$ cat src/rtl/memarb_pkg.sv
// Shared definitions for the unified memory-port arbiter.
// Holds the FSM state encoding, default bus widths and the all-bytes-enabled constant.
package memarb_pkg;

  localparam int unsigned ADDR_W_DFLT = 32;
  localparam int unsigned DATA_W_DFLT = 32;

  localparam logic [DATA_W_DFLT/8-1:0] ALL_BE = '1;

  typedef enum logic [2:0] {
    StIdle    = 3'd0,
    StIssueIf = 3'd1,
    StIssueDm = 3'd2,
    StRespIf  = 3'd3,
    StRespDm  = 3'd4
  } state_e;

endpackage

$ cat src/rtl/mem_port_arbiter_if.sv
// Signal bundle between the arbiter, the pipeline (fetch + MEM stage) and the memory bus.
//   master : arbiter view (pipeline requests and bus ack/rdata in; bus fields, done, stall out)
//   slave  : environment view (pipeline and memory), directions mirrored
interface mem_port_arbiter_if #(
  parameter int unsigned ADDR_W = memarb_pkg::ADDR_W_DFLT,
  parameter int unsigned DATA_W = memarb_pkg::DATA_W_DFLT
);

  // Fetch port
  logic              if_req;
  logic [ADDR_W-1:0] if_addr;
  logic              if_flush;
  logic [DATA_W-1:0] if_rdata;
  logic              if_done;

  // Data port
  logic                dm_req;
  logic                dm_we;
  logic [DATA_W/8-1:0] dm_be;
  logic [ADDR_W-1:0]   dm_addr;
  logic [DATA_W-1:0]   dm_wdata;
  logic [DATA_W-1:0]   dm_rdata;
  logic                dm_done;

  // Memory bus
  logic                mem_req;
  logic                mem_we;
  logic [ADDR_W-1:0]   mem_addr;
  logic [DATA_W-1:0]   mem_wdata;
  logic [DATA_W/8-1:0] mem_be;
  logic                mem_ack;
  logic [DATA_W-1:0]   mem_rdata;

  // Hazard / status
  logic stall_if;
  logic stall_dm;
  logic bus_err;

  modport master (
    input  if_req, if_addr, if_flush,
    input  dm_req, dm_we, dm_be, dm_addr, dm_wdata,
    input  mem_ack, mem_rdata,
    output if_rdata, if_done, dm_rdata, dm_done,
    output mem_req, mem_we, mem_addr, mem_wdata, mem_be,
    output stall_if, stall_dm, bus_err
  );

  modport slave (
    output if_req, if_addr, if_flush,
    output dm_req, dm_we, dm_be, dm_addr, dm_wdata,
    output mem_ack, mem_rdata,
    input  if_rdata, if_done, dm_rdata, dm_done,
    input  mem_req, mem_we, mem_addr, mem_wdata, mem_be,
    input  stall_if, stall_dm, bus_err
  );

endinterface

$ cat src/rtl/mem_arb_watchdog.sv
// Bus watchdog: counts enabled cycles and pulses `expired` on the TIMEOUT_CYC-th one.
//   clk, rst_n : clock, async active-low reset
//   clr        : synchronous clear (has priority over en)
//   en         : count this cycle (waiting for ack)
//   expired    : combinational pulse, high on the TIMEOUT_CYC-th enabled cycle
// TIMEOUT_CYC = 0 removes the counter and ties expired low.
module mem_arb_watchdog #(
  parameter int unsigned TIMEOUT_CYC = 255
) (
  input  logic clk,
  input  logic rst_n,
  input  logic clr,
  input  logic en,
  output logic expired
);

  if (TIMEOUT_CYC == 0) begin : g_off
    logic unused_inputs;
    assign unused_inputs = ^{clk, rst_n, clr, en};
    assign expired = 1'b0;
  end else begin : g_on
    // Only needs to reach TIMEOUT_CYC-1: expiry always forces a state change, which clears it.
    localparam int unsigned CntW = (TIMEOUT_CYC > 1) ? $clog2(TIMEOUT_CYC) : 1;

    logic [CntW-1:0] cnt_q, cnt_d;

    always_comb begin
      cnt_d = cnt_q;
      if (clr) begin
        cnt_d = '0;
      end else if (en) begin
        cnt_d = cnt_q + 1'b1;
      end
    end

    always_ff @(posedge clk or negedge rst_n) begin
      if (!rst_n) begin
        cnt_q <= '0;
      end else begin
        cnt_q <= cnt_d;
      end
    end

    assign expired = en & (cnt_q == CntW'(TIMEOUT_CYC - 1));
  end

endmodule

$ cat src/rtl/mem_port_arbiter.sv
// Shares one registered memory port between instruction fetch and the MEM stage.
// Data requests have fixed priority; each transaction is IDLE -> ISSUE -> RESP -> IDLE.
//   clk, rst_n : clock, async active-low reset
//   bus        : mem_port_arbiter_if.master (fetch port, data port, memory bus, stalls, bus_err)
// Parameters: ADDR_W, DATA_W, TIMEOUT_CYC (max ISSUE cycles without ack, 0 = no watchdog).
module mem_port_arbiter
  import memarb_pkg::*;
#(
  parameter int unsigned ADDR_W      = ADDR_W_DFLT,
  parameter int unsigned DATA_W      = DATA_W_DFLT,
  parameter int unsigned TIMEOUT_CYC = 255
) (
  input logic                clk,
  input logic                rst_n,
  mem_port_arbiter_if.master bus
);

  localparam int unsigned BeW = DATA_W / 8;

  state_e            state_q, state_d;
  logic              mem_req_q, mem_req_d;
  logic              mem_we_q, mem_we_d;
  logic [ADDR_W-1:0] mem_addr_q, mem_addr_d;
  logic [DATA_W-1:0] mem_wdata_q, mem_wdata_d;
  logic [BeW-1:0]    mem_be_q, mem_be_d;
  logic [DATA_W-1:0] rdata_q, rdata_d;
  logic              drop_q, drop_d;
  logic              bus_err_q, bus_err_d;

  logic in_issue;
  logic wd_en;
  logic wd_clr;
  logic wd_expired;
  logic if_done;
  logic dm_done;

  assign in_issue = (state_q == StIssueIf) || (state_q == StIssueDm);
  assign wd_en    = in_issue & ~bus.mem_ack;
  assign wd_clr   = (state_d != state_q);

  mem_arb_watchdog #(
    .TIMEOUT_CYC(TIMEOUT_CYC)
  ) u_watchdog (
    .clk    (clk),
    .rst_n  (rst_n),
    .clr    (wd_clr),
    .en     (wd_en),
    .expired(wd_expired)
  );

  always_comb begin
    state_d     = state_q;
    mem_req_d   = mem_req_q;
    mem_we_d    = mem_we_q;
    mem_addr_d  = mem_addr_q;
    mem_wdata_d = mem_wdata_q;
    mem_be_d    = mem_be_q;
    rdata_d     = rdata_q;
    drop_d      = drop_q;
    bus_err_d   = bus_err_q;

    unique case (state_q)
      StIdle: begin
        if (bus.dm_req) begin
          mem_req_d   = 1'b1;
          mem_we_d    = bus.dm_we;
          mem_addr_d  = bus.dm_addr;
          mem_wdata_d = bus.dm_wdata;
          mem_be_d    = bus.dm_be;
          state_d     = StIssueDm;
        end else if (bus.if_req) begin
          mem_req_d  = 1'b1;
          mem_we_d   = 1'b0;
          mem_addr_d = bus.if_addr;
          mem_be_d   = {BeW{1'b1}};
          state_d    = StIssueIf;
        end
      end
      StIssueIf, StIssueDm: begin
        if ((state_q == StIssueIf) && bus.if_flush) begin
          drop_d = 1'b1;
        end
        // Ack wins over a same-cycle watchdog expiry.
        if (bus.mem_ack) begin
          mem_req_d = 1'b0;
          rdata_d   = mem_we_q ? '0 : bus.mem_rdata;
          state_d   = (state_q == StIssueIf) ? StRespIf : StRespDm;
        end else if (wd_expired) begin
          mem_req_d = 1'b0;
          rdata_d   = '0;
          bus_err_d = 1'b1;
          state_d   = (state_q == StIssueIf) ? StRespIf : StRespDm;
        end
      end
      StRespIf: begin
        // The fetch result is already committed or dropped; a flush here has nothing left to cancel.
        drop_d  = 1'b0;
        state_d = StIdle;
      end
      StRespDm: begin
        state_d = StIdle;
      end
      default: begin
        state_d = StIdle;
      end
    endcase
  end

  always_ff @(posedge clk or negedge rst_n) begin
    if (!rst_n) begin
      state_q     <= StIdle;
      mem_req_q   <= 1'b0;
      mem_we_q    <= 1'b0;
      mem_addr_q  <= '0;
      mem_wdata_q <= '0;
      mem_be_q    <= '0;
      rdata_q     <= '0;
      drop_q      <= 1'b0;
      bus_err_q   <= 1'b0;
    end else begin
      state_q     <= state_d;
      mem_req_q   <= mem_req_d;
      mem_we_q    <= mem_we_d;
      mem_addr_q  <= mem_addr_d;
      mem_wdata_q <= mem_wdata_d;
      mem_be_q    <= mem_be_d;
      rdata_q     <= rdata_d;
      drop_q      <= drop_d;
      bus_err_q   <= bus_err_d;
    end
  end

  // Done pulses decode registered state only, so no input reaches them combinationally.
  assign if_done = (state_q == StRespIf) & ~drop_q;
  assign dm_done = (state_q == StRespDm);

  assign bus.mem_req   = mem_req_q;
  assign bus.mem_we    = mem_we_q;
  assign bus.mem_addr  = mem_addr_q;
  assign bus.mem_wdata = mem_wdata_q;
  assign bus.mem_be    = mem_be_q;
  assign bus.if_done   = if_done;
  assign bus.dm_done   = dm_done;
  assign bus.if_rdata  = rdata_q;
  assign bus.dm_rdata  = rdata_q;
  assign bus.bus_err   = bus_err_q;
  assign bus.stall_if  = bus.if_req & ~if_done;
  assign bus.stall_dm  = bus.dm_req & ~dm_done;

endmodule

$ cat src/flat_wrapper.sv
// flat-port wrapper written by rule: the top's interface ports become plain ports
module mem_port_arbiter_flat import memarb_pkg::*;
#(
  parameter int unsigned ADDR_W      = ADDR_W_DFLT,
  parameter int unsigned DATA_W      = DATA_W_DFLT,
  parameter int unsigned TIMEOUT_CYC = 255
)
  (clk, rst_n, bus_if_req, bus_if_addr, bus_if_flush, bus_dm_req, bus_dm_we, bus_dm_be, bus_dm_addr, bus_dm_wdata, bus_mem_ack, bus_mem_rdata, bus_if_rdata, bus_if_done, bus_dm_rdata, bus_dm_done, bus_mem_req, bus_mem_we, bus_mem_addr, bus_mem_wdata, bus_mem_be, bus_stall_if, bus_stall_dm, bus_bus_err);
  mem_port_arbiter_if #(.ADDR_W(ADDR_W), .DATA_W(DATA_W)) bus_i ();
  input logic clk;
  input logic rst_n;
  input wire logic [$bits(bus_i.if_req)-1:0] bus_if_req;
  input wire logic [$bits(bus_i.if_addr)-1:0] bus_if_addr;
  input wire logic [$bits(bus_i.if_flush)-1:0] bus_if_flush;
  input wire logic [$bits(bus_i.dm_req)-1:0] bus_dm_req;
  input wire logic [$bits(bus_i.dm_we)-1:0] bus_dm_we;
  input wire logic [$bits(bus_i.dm_be)-1:0] bus_dm_be;
  input wire logic [$bits(bus_i.dm_addr)-1:0] bus_dm_addr;
  input wire logic [$bits(bus_i.dm_wdata)-1:0] bus_dm_wdata;
  input wire logic [$bits(bus_i.mem_ack)-1:0] bus_mem_ack;
  input wire logic [$bits(bus_i.mem_rdata)-1:0] bus_mem_rdata;
  output wire logic [$bits(bus_i.if_rdata)-1:0] bus_if_rdata;
  output wire logic [$bits(bus_i.if_done)-1:0] bus_if_done;
  output wire logic [$bits(bus_i.dm_rdata)-1:0] bus_dm_rdata;
  output wire logic [$bits(bus_i.dm_done)-1:0] bus_dm_done;
  output wire logic [$bits(bus_i.mem_req)-1:0] bus_mem_req;
  output wire logic [$bits(bus_i.mem_we)-1:0] bus_mem_we;
  output wire logic [$bits(bus_i.mem_addr)-1:0] bus_mem_addr;
  output wire logic [$bits(bus_i.mem_wdata)-1:0] bus_mem_wdata;
  output wire logic [$bits(bus_i.mem_be)-1:0] bus_mem_be;
  output wire logic [$bits(bus_i.stall_if)-1:0] bus_stall_if;
  output wire logic [$bits(bus_i.stall_dm)-1:0] bus_stall_dm;
  output wire logic [$bits(bus_i.bus_err)-1:0] bus_bus_err;
  assign bus_i.if_req = bus_if_req;
  assign bus_i.if_addr = bus_if_addr;
  assign bus_i.if_flush = bus_if_flush;
  assign bus_i.dm_req = bus_dm_req;
  assign bus_i.dm_we = bus_dm_we;
  assign bus_i.dm_be = bus_dm_be;
  assign bus_i.dm_addr = bus_dm_addr;
  assign bus_i.dm_wdata = bus_dm_wdata;
  assign bus_i.mem_ack = bus_mem_ack;
  assign bus_i.mem_rdata = bus_mem_rdata;
  assign bus_if_rdata = bus_i.if_rdata;
  assign bus_if_done = bus_i.if_done;
  assign bus_dm_rdata = bus_i.dm_rdata;
  assign bus_dm_done = bus_i.dm_done;
  assign bus_mem_req = bus_i.mem_req;
  assign bus_mem_we = bus_i.mem_we;
  assign bus_mem_addr = bus_i.mem_addr;
  assign bus_mem_wdata = bus_i.mem_wdata;
  assign bus_mem_be = bus_i.mem_be;
  assign bus_stall_if = bus_i.stall_if;
  assign bus_stall_dm = bus_i.stall_dm;
  assign bus_bus_err = bus_i.bus_err;
  mem_port_arbiter #(.ADDR_W(ADDR_W), .DATA_W(DATA_W), .TIMEOUT_CYC(TIMEOUT_CYC)) u_core (.clk(clk), .rst_n(rst_n), .bus(bus_i));
endmodule
$ cat config.mk
export PLATFORM = sky130hd
export DESIGN_NAME = mem_port_arbiter_flat
export DESIGN_NICKNAME = d
export VERILOG_FILES = /design/src/rtl/memarb_pkg.sv /design/src/rtl/mem_port_arbiter_if.sv /design/src/rtl/mem_arb_watchdog.sv /design/src/rtl/mem_port_arbiter.sv /design/src/flat_wrapper.sv
export SDC_FILE = /design/constraint.sdc
export NUM_CORES = 1
export LEC_CHECK = 0
export BUFFER_PORTS_ARGS = -buffer_cell sky130_fd_sc_hd__buf_4
export CAP_MARGIN = 20
export CORE_ASPECT_RATIO = 1.2
export CORE_UTILIZATION = 34
export DETAILED_ROUTE_END_ITERATION = 6
export PLACE_DENSITY = 0.61
export SYNTH_ARGS = -nofsm -noshare
export SYNTH_HDL_FRONTEND = slang
export SYNTH_SLANG_ARGS = --single-unit
export TNS_END_PERCENT = 50
$ cat constraint.sdc
create_clock -name clk -period 2.3 [get_ports clk]
set_input_delay 0.345 -clock clk [delete_from_list [all_inputs] [get_ports clk]]
set_output_delay 0.345 -clock clk [all_outputs]
set_load 0.02 [all_outputs]
Yosys cells after proc, flatten, opt, wreduce, memory -nomap -nowiden
Cells that the tools add are included.
{"block": "word_totals", "inputBits": 139, "ff_bits": 115, "out_inout_bits": 139, "wordCells": 68}
{"block": "classes", "eq_ne": 9, "addsub": 1, "bitwise_logic": 9, "n_mux": 24, "reduce_logical": 15}
{"cell": "$mux 32", "count": 5}
{"cell": "$mux 8", "count": 2}
{"cell": "$mux 3", "count": 5}
{"cell": "$reduce_bool 2->1", "count": 5}
{"cell": "$add 8x1->8 const B", "count": 1}
{"cell": "$eq 8x8->1 const B", "count": 1}
{"cell": "$mux 4", "count": 2}
{"cell": "$reduce_and 2->1", "count": 4}
{"cell": "$mux 1", "count": 7}
{"cell": "$eq 3x2->1 const B", "count": 2}
{"cell": "$ne 3x3->1 const B", "count": 2}
{"cell": "$pmux 3 s2", "count": 1}
{"cell": "$reduce_and 3->1", "count": 2}
{"cell": "$and 1x1->1", "count": 5}
{"cell": "$not 1->1", "count": 4}
{"cell": "$pmux 1 s2", "count": 2}
{"cell": "$eq 3x1->1 const B", "count": 1}
{"cell": "$eq 3x3->1 const B", "count": 1}
{"cell": "$logic_not 3->1", "count": 1}
{"cell": "$ne 3x3->1", "count": 1}
{"cell": "$ne 2x1->1 const B", "count": 1}
{"cell": "$reduce_or 2->1", "count": 1}
{"cell": "$logic_and 1x1->1", "count": 1}
{"cell": "$logic_or 1x1->1", "count": 1}

Logic depth before layout (Yosys ltp)
{"block": "logic_depth", "word_depth": 9, "mapped_depth": 8, "mapped_depth_nobuf": 6}

Modules after synthesis
From an unflattened synthesis, not the netlist that was laid out.
{"block": "hier_totals", "hier_cells": 500, "area_unflattened_um2": 5407.7}
{"mod": "mem_port_arbiter", "seq_area_each_um2": 2677.6, "area_per_inst_um2": 4996.0, "cells_per_inst": 459, "instances": 1}
{"mod": "mem_arb_watchdog", "seq_area_each_um2": 200.2, "area_per_inst_um2": 411.6, "cells_per_inst": 41, "instances": 1}

Least setup slack after synthesis
No wires, ideal clock.
{"block": "synth_path", "path_kind": "reg2out", "start": "register u_core.state_q[2]", "end": "output bus_stall_dm", "t_arrival_ps": 1454, "path_buffers": 1, "path_stages_with_launch": 4, "required_ps": 1955, "path_slack_ps": 501, "cell_sequence": "dfrtp_1 clkbuf_1 nor3b_1 nor2_1"}
{"block": "synth_between", "elab_chain_len": 3}
{"item": "start, declared", "line": "mem_port_arbiter.sv:20", "text": "state_e state_q, state_d;"}
{"item": "start signal, assigned", "line": "mem_port_arbiter.sv:111", "text": "state_q <= StIdle;"}
{"item": "start signal, assigned", "line": "mem_port_arbiter.sv:121", "text": "state_q <= state_d;"}
{"item": "$eq 3x3->1", "line": "mem_port_arbiter.sv:135", "text": "assign dm_done = (state_q == StRespDm);"}
{"item": "net bus_dm_done", "line": "flat_wrapper.sv:25", "text": "output wire logic [$bits(bus_i.dm_done)-1:0] bus_dm_done;"}
{"item": "$not 1->1", "line": "mem_port_arbiter.sv:148", "text": "assign bus.stall_dm = bus.dm_req & ~dm_done;"}
{"item": "$and 1x1->1", "line": "mem_port_arbiter.sv:148"}
{"item": "end, declared", "line": "flat_wrapper.sv:32", "text": "output wire logic [$bits(bus_i.stall_dm)-1:0] bus_stall_dm;"}
The timed path passes the listed nets, and every way through them passes these cells.

Worst setup path after layout
{"block": "layout_path", "start": "register u_core.u_watchdog.g_on.cnt_q[0]", "end": "register u_core.rdata_q[18], in the netlist u_core.bus.dm_rdata[18]"}
{"block": "layout_between", "elab_chain_len": 4}
{"item": "start, declared", "line": "mem_arb_watchdog.sv:25", "text": "logic [CntW-1:0] cnt_q, cnt_d;"}
{"item": "start signal, assigned", "line": "mem_arb_watchdog.sv:40", "text": "cnt_q <= cnt_d;"}
{"item": "$eq 8x8->1", "line": "mem_arb_watchdog.sv:44", "text": "assign expired = en & (cnt_q == CntW'(TIMEOUT_CYC - 1));"}
{"item": "$and 1x1->1", "line": "mem_arb_watchdog.sv:44"}
{"item": "$reduce_bool 2->1 (no line)"}
{"item": "$reduce_and 2->1 (no line)"}
{"item": "end signal, assigned", "line": "mem_port_arbiter.sv:127", "text": "rdata_q <= rdata_d;"}
{"item": "end, declared", "line": "mem_port_arbiter.sv:26", "text": "logic [DATA_W-1:0] rdata_q, rdata_d;"}
Every way passes these cells.
A chain may end at the register's enable or synchronous reset.

==> metrics <==
sequential area share after synthesis=0.5444; CTS clk-pin slew, worst paths=50 ps; CTS root buf=clkbuf_16; Setup crit start kind=flop; initial antenna violation count=0; fin crit share=0.8819; ys async rst share=1.000; gr usage total=0.1754; std cell rows=49; Post-Route WL=13.89 mm; clock sinks=115; Worst EP arrival=2290 ps; final instance area=0.007869 mm^2; number of nets with antenna violations after routing=0; Pleak=4.216 nW; Tmin final=2028 ps; post-CTS setup buffers=0; Mapped Area=0.005286 mm^2; final setup margin=271.7 ps; crit path cell chain=inv_1, ha_1, and3_1, a21oi_2, or3b_2, buf_4, mux2i_1; DRT iter0 DRCs=269; Post-synth top flop=dfrtp_1; # port buffers=277; P_int=6.544 mW; Distinct cells, synth=37; Die W=115.8 um; grt total ovfl=0; syn nets=677; WHS=130.3 ps; global-route wire length before repair=21.69 mm; WP data required=2560 ps; Tot Pwr=10.81 mW; most common cell in the netlist=nand2_1; cts bufs inserted=17; crit path kind=flop to flop; Peak VDD IR=571.8 uV; DP Worst Slack=288.9 ps; clk buf depth=2; die height=138.6 um; DR WL/cell=13.97 um; via count=4493; Layout area overhead=48.85%; Tightest Hold Check Type=primary input to flop; core area=0.01508 mm^2; Gate power share=0.451; Mapped Cells=536; net switching power=4.263 mW; drt pass-1 iters=6; clk_skew=7.182 ps; largest net degree at the start of global routing=68; Fin. Hold Viols=0; Max Transition Viols Final=0; Yosys reg bits=115; Fmax=493.0 MHz; Final Core Density=0.5217; fill count=1423; Starting Density=0.3505; vias per inst=4.520; Max-cap violations=0; Max transition margin=0.6191; final number of setup-violating endpoints=0; Synth top area share=0.5444; GPL Wtd Cong=0.7412; crit-path max cell delay=460 ps; CP endpoint kind=flop; DP Area=0.007292 mm^2; placed cells=963; worst-skew pair later-pin latency=400 ps; Antenna Cells=0; DIE AREA=0.01605 mm^2; Layout Cells excl Fill=994; switching share of power=0.3945; Max H-tree Level=4; WP buf/inv=2; status=finished, final reports clean; commonest cells in the netlist=nand2_1 (132), dfrtp_1 (115), mux2i_1 (64), nor2_1 (44), a21oi_1 (37); Syn. warnings=0; Synth area leaders=dfrtp_1 (54%), mux2i_1 (12%), nand2_1 (9.4%), buf_4 (5.0%), a21oi_1 (3.5%); Syn Area/Cell=9.863 um^2; Top delay family on crit path=simple AND/OR/NAND/NOR gates; Sequential Power Share=0.316; detailed placer's ending HPWL=10.31 mm; DRC Markers=0; RSZ-0062 raised after global routing=no; Max FO, Critical Path=26; worst slew pin tran=571.4 ps; io pins=278; vias in the first global route=4483; CTS tree=yes; nets=920; fraction of layout cells with a size suffix above 1=0.4076; Clock power frac=0.234; Setup TNS=0 ps; EDFF count, synth=0; leading area contributor after synthesis=dfrtp_1; slowest CP cell=or3b_2; pwr dens=1373 mW/mm^2
cells by family after synthesis:
kind of cell,Yosys count,share of synthesized area
AO/OA/AOI/OAI,50,0.05633
XOR/XNOR,8,0.01468
adder cells (fa/ha/maj),2,0.004733
buffers and inverters,99,0.1060
flip-flops,115,0.5444
multiplexers,64,0.1212
AND/OR/NAND/NOR,198,0.1527
path summary, 6_finish.rpt:
| path | startpoint | to | slack [ps] | depth (start not counted) |
|---|---|---|---|---|
| max in group asynchronous | rst_n | u_core.bus.mem_addr[22] | 1090 | 3 |
| worst max register to register | u_core.u_watchdog.g_on.cnt_q[0] | u_core.bus.dm_rdata[18] | 270 | 7 |
| worst max-delay path | u_core.u_watchdog.g_on.cnt_q[0] | u_core.bus.dm_rdata[18] | 270 | 7 |
| worst min-delay path | bus_dm_wdata[27] | u_core.bus.mem_wdata[27] | 130 | 3 |
| worst min register to register | u_core.bus.mem_wdata[24] | u_core.bus.mem_wdata[24] | 470 | 2 |
| min in group asynchronous | rst_n | u_core.bus.dm_rdata[18] | 480 | 2 |
cell usage in the layout (no fill, tap or decap), types with 2 or more instances in the layout:
master / n
nor2b_1: 2
buf_12: 2
nor3_1: 3
mux2i_1: 64
nor2_1: 44
and3_1: 2
a211oi_1: 2
nand2_1: 132
bufinv_16: 2
clkinv_2: 4
nand3_1: 3
dfrtp_1: 115
a21oi_1: 37
o22a_1: 4
buf_4: 284
clkinvlp_4: 4
clkbuf_16: 17
clkbuf_8: 2
inv_1: 36
nor3b_1: 3
xor2_1: 6
nand4_1: 2
ha_1: 2
sequential cells by signal (all words and copies together), names as in the netlist:
signal                        flops
u_core.bus.mem_be                 4
u_core.bus.mem_req                1
u_core.bus.mem_wdata             32
u_core.bus.bus_err                1
u_core.bus.mem_we                 1
u_core.bus.dm_rdata              32
u_core.drop_q                     1
u_core.bus.mem_addr              32
u_core.state_q                    3
u_core.u_watchdog.g_on.cnt_q      8
tightest hold or removal path, cell delays in order:
cell and delay [ps]:
buf_4 80, nand2_1 40, nand2_1 40
layer usage:
metal | track usage | part of all wire
met4 | 0.07827 | 0.022
met2 | 0.3051 | 0.52
met1 | 0.1968 | 0.39
met5 | 0 | 0
met3 | 0.04851 | 0.074
power by group through the flow:
| stage | clock [mW] | combinational [mW] | sequential [mW] |
|---|---|---|---|
| after global placement | 0 | 4.86 | 3.39 |
| after detailed placement | 0 | 4.94 | 3.44 |
| after floorplan | 0 | 2.25 | 4.24 |
| after CTS | 2.58 | 4.94 | 3.42 |
| final | 2.52 | 4.87 | 3.41 |
| after global routing | 2.68 | 5.28 | 3.52 |
what timing repair did:
action,4_1_cts,5_1_grt
endpoints found under the hold margin,36,0
hold buffers,1,0
resized for setup,0,0
final cells by class:
class / count / area (um^2) / area share
flip-flops and latches: 115 / 2878 / 0.3657
repair buffers: 287 / 2182 / 0.2773
multi-input cells: 322 / 1852 / 0.2353
clock buffers: 20 / 456.7 / 0.05804
well taps: 204 / 255.2 / 0.03244
inverters: 36 / 135.1 / 0.01717
clock inverters: 10 / 110.1 / 0.01399
No activity file was read; power rests on OpenSTA's default activity.
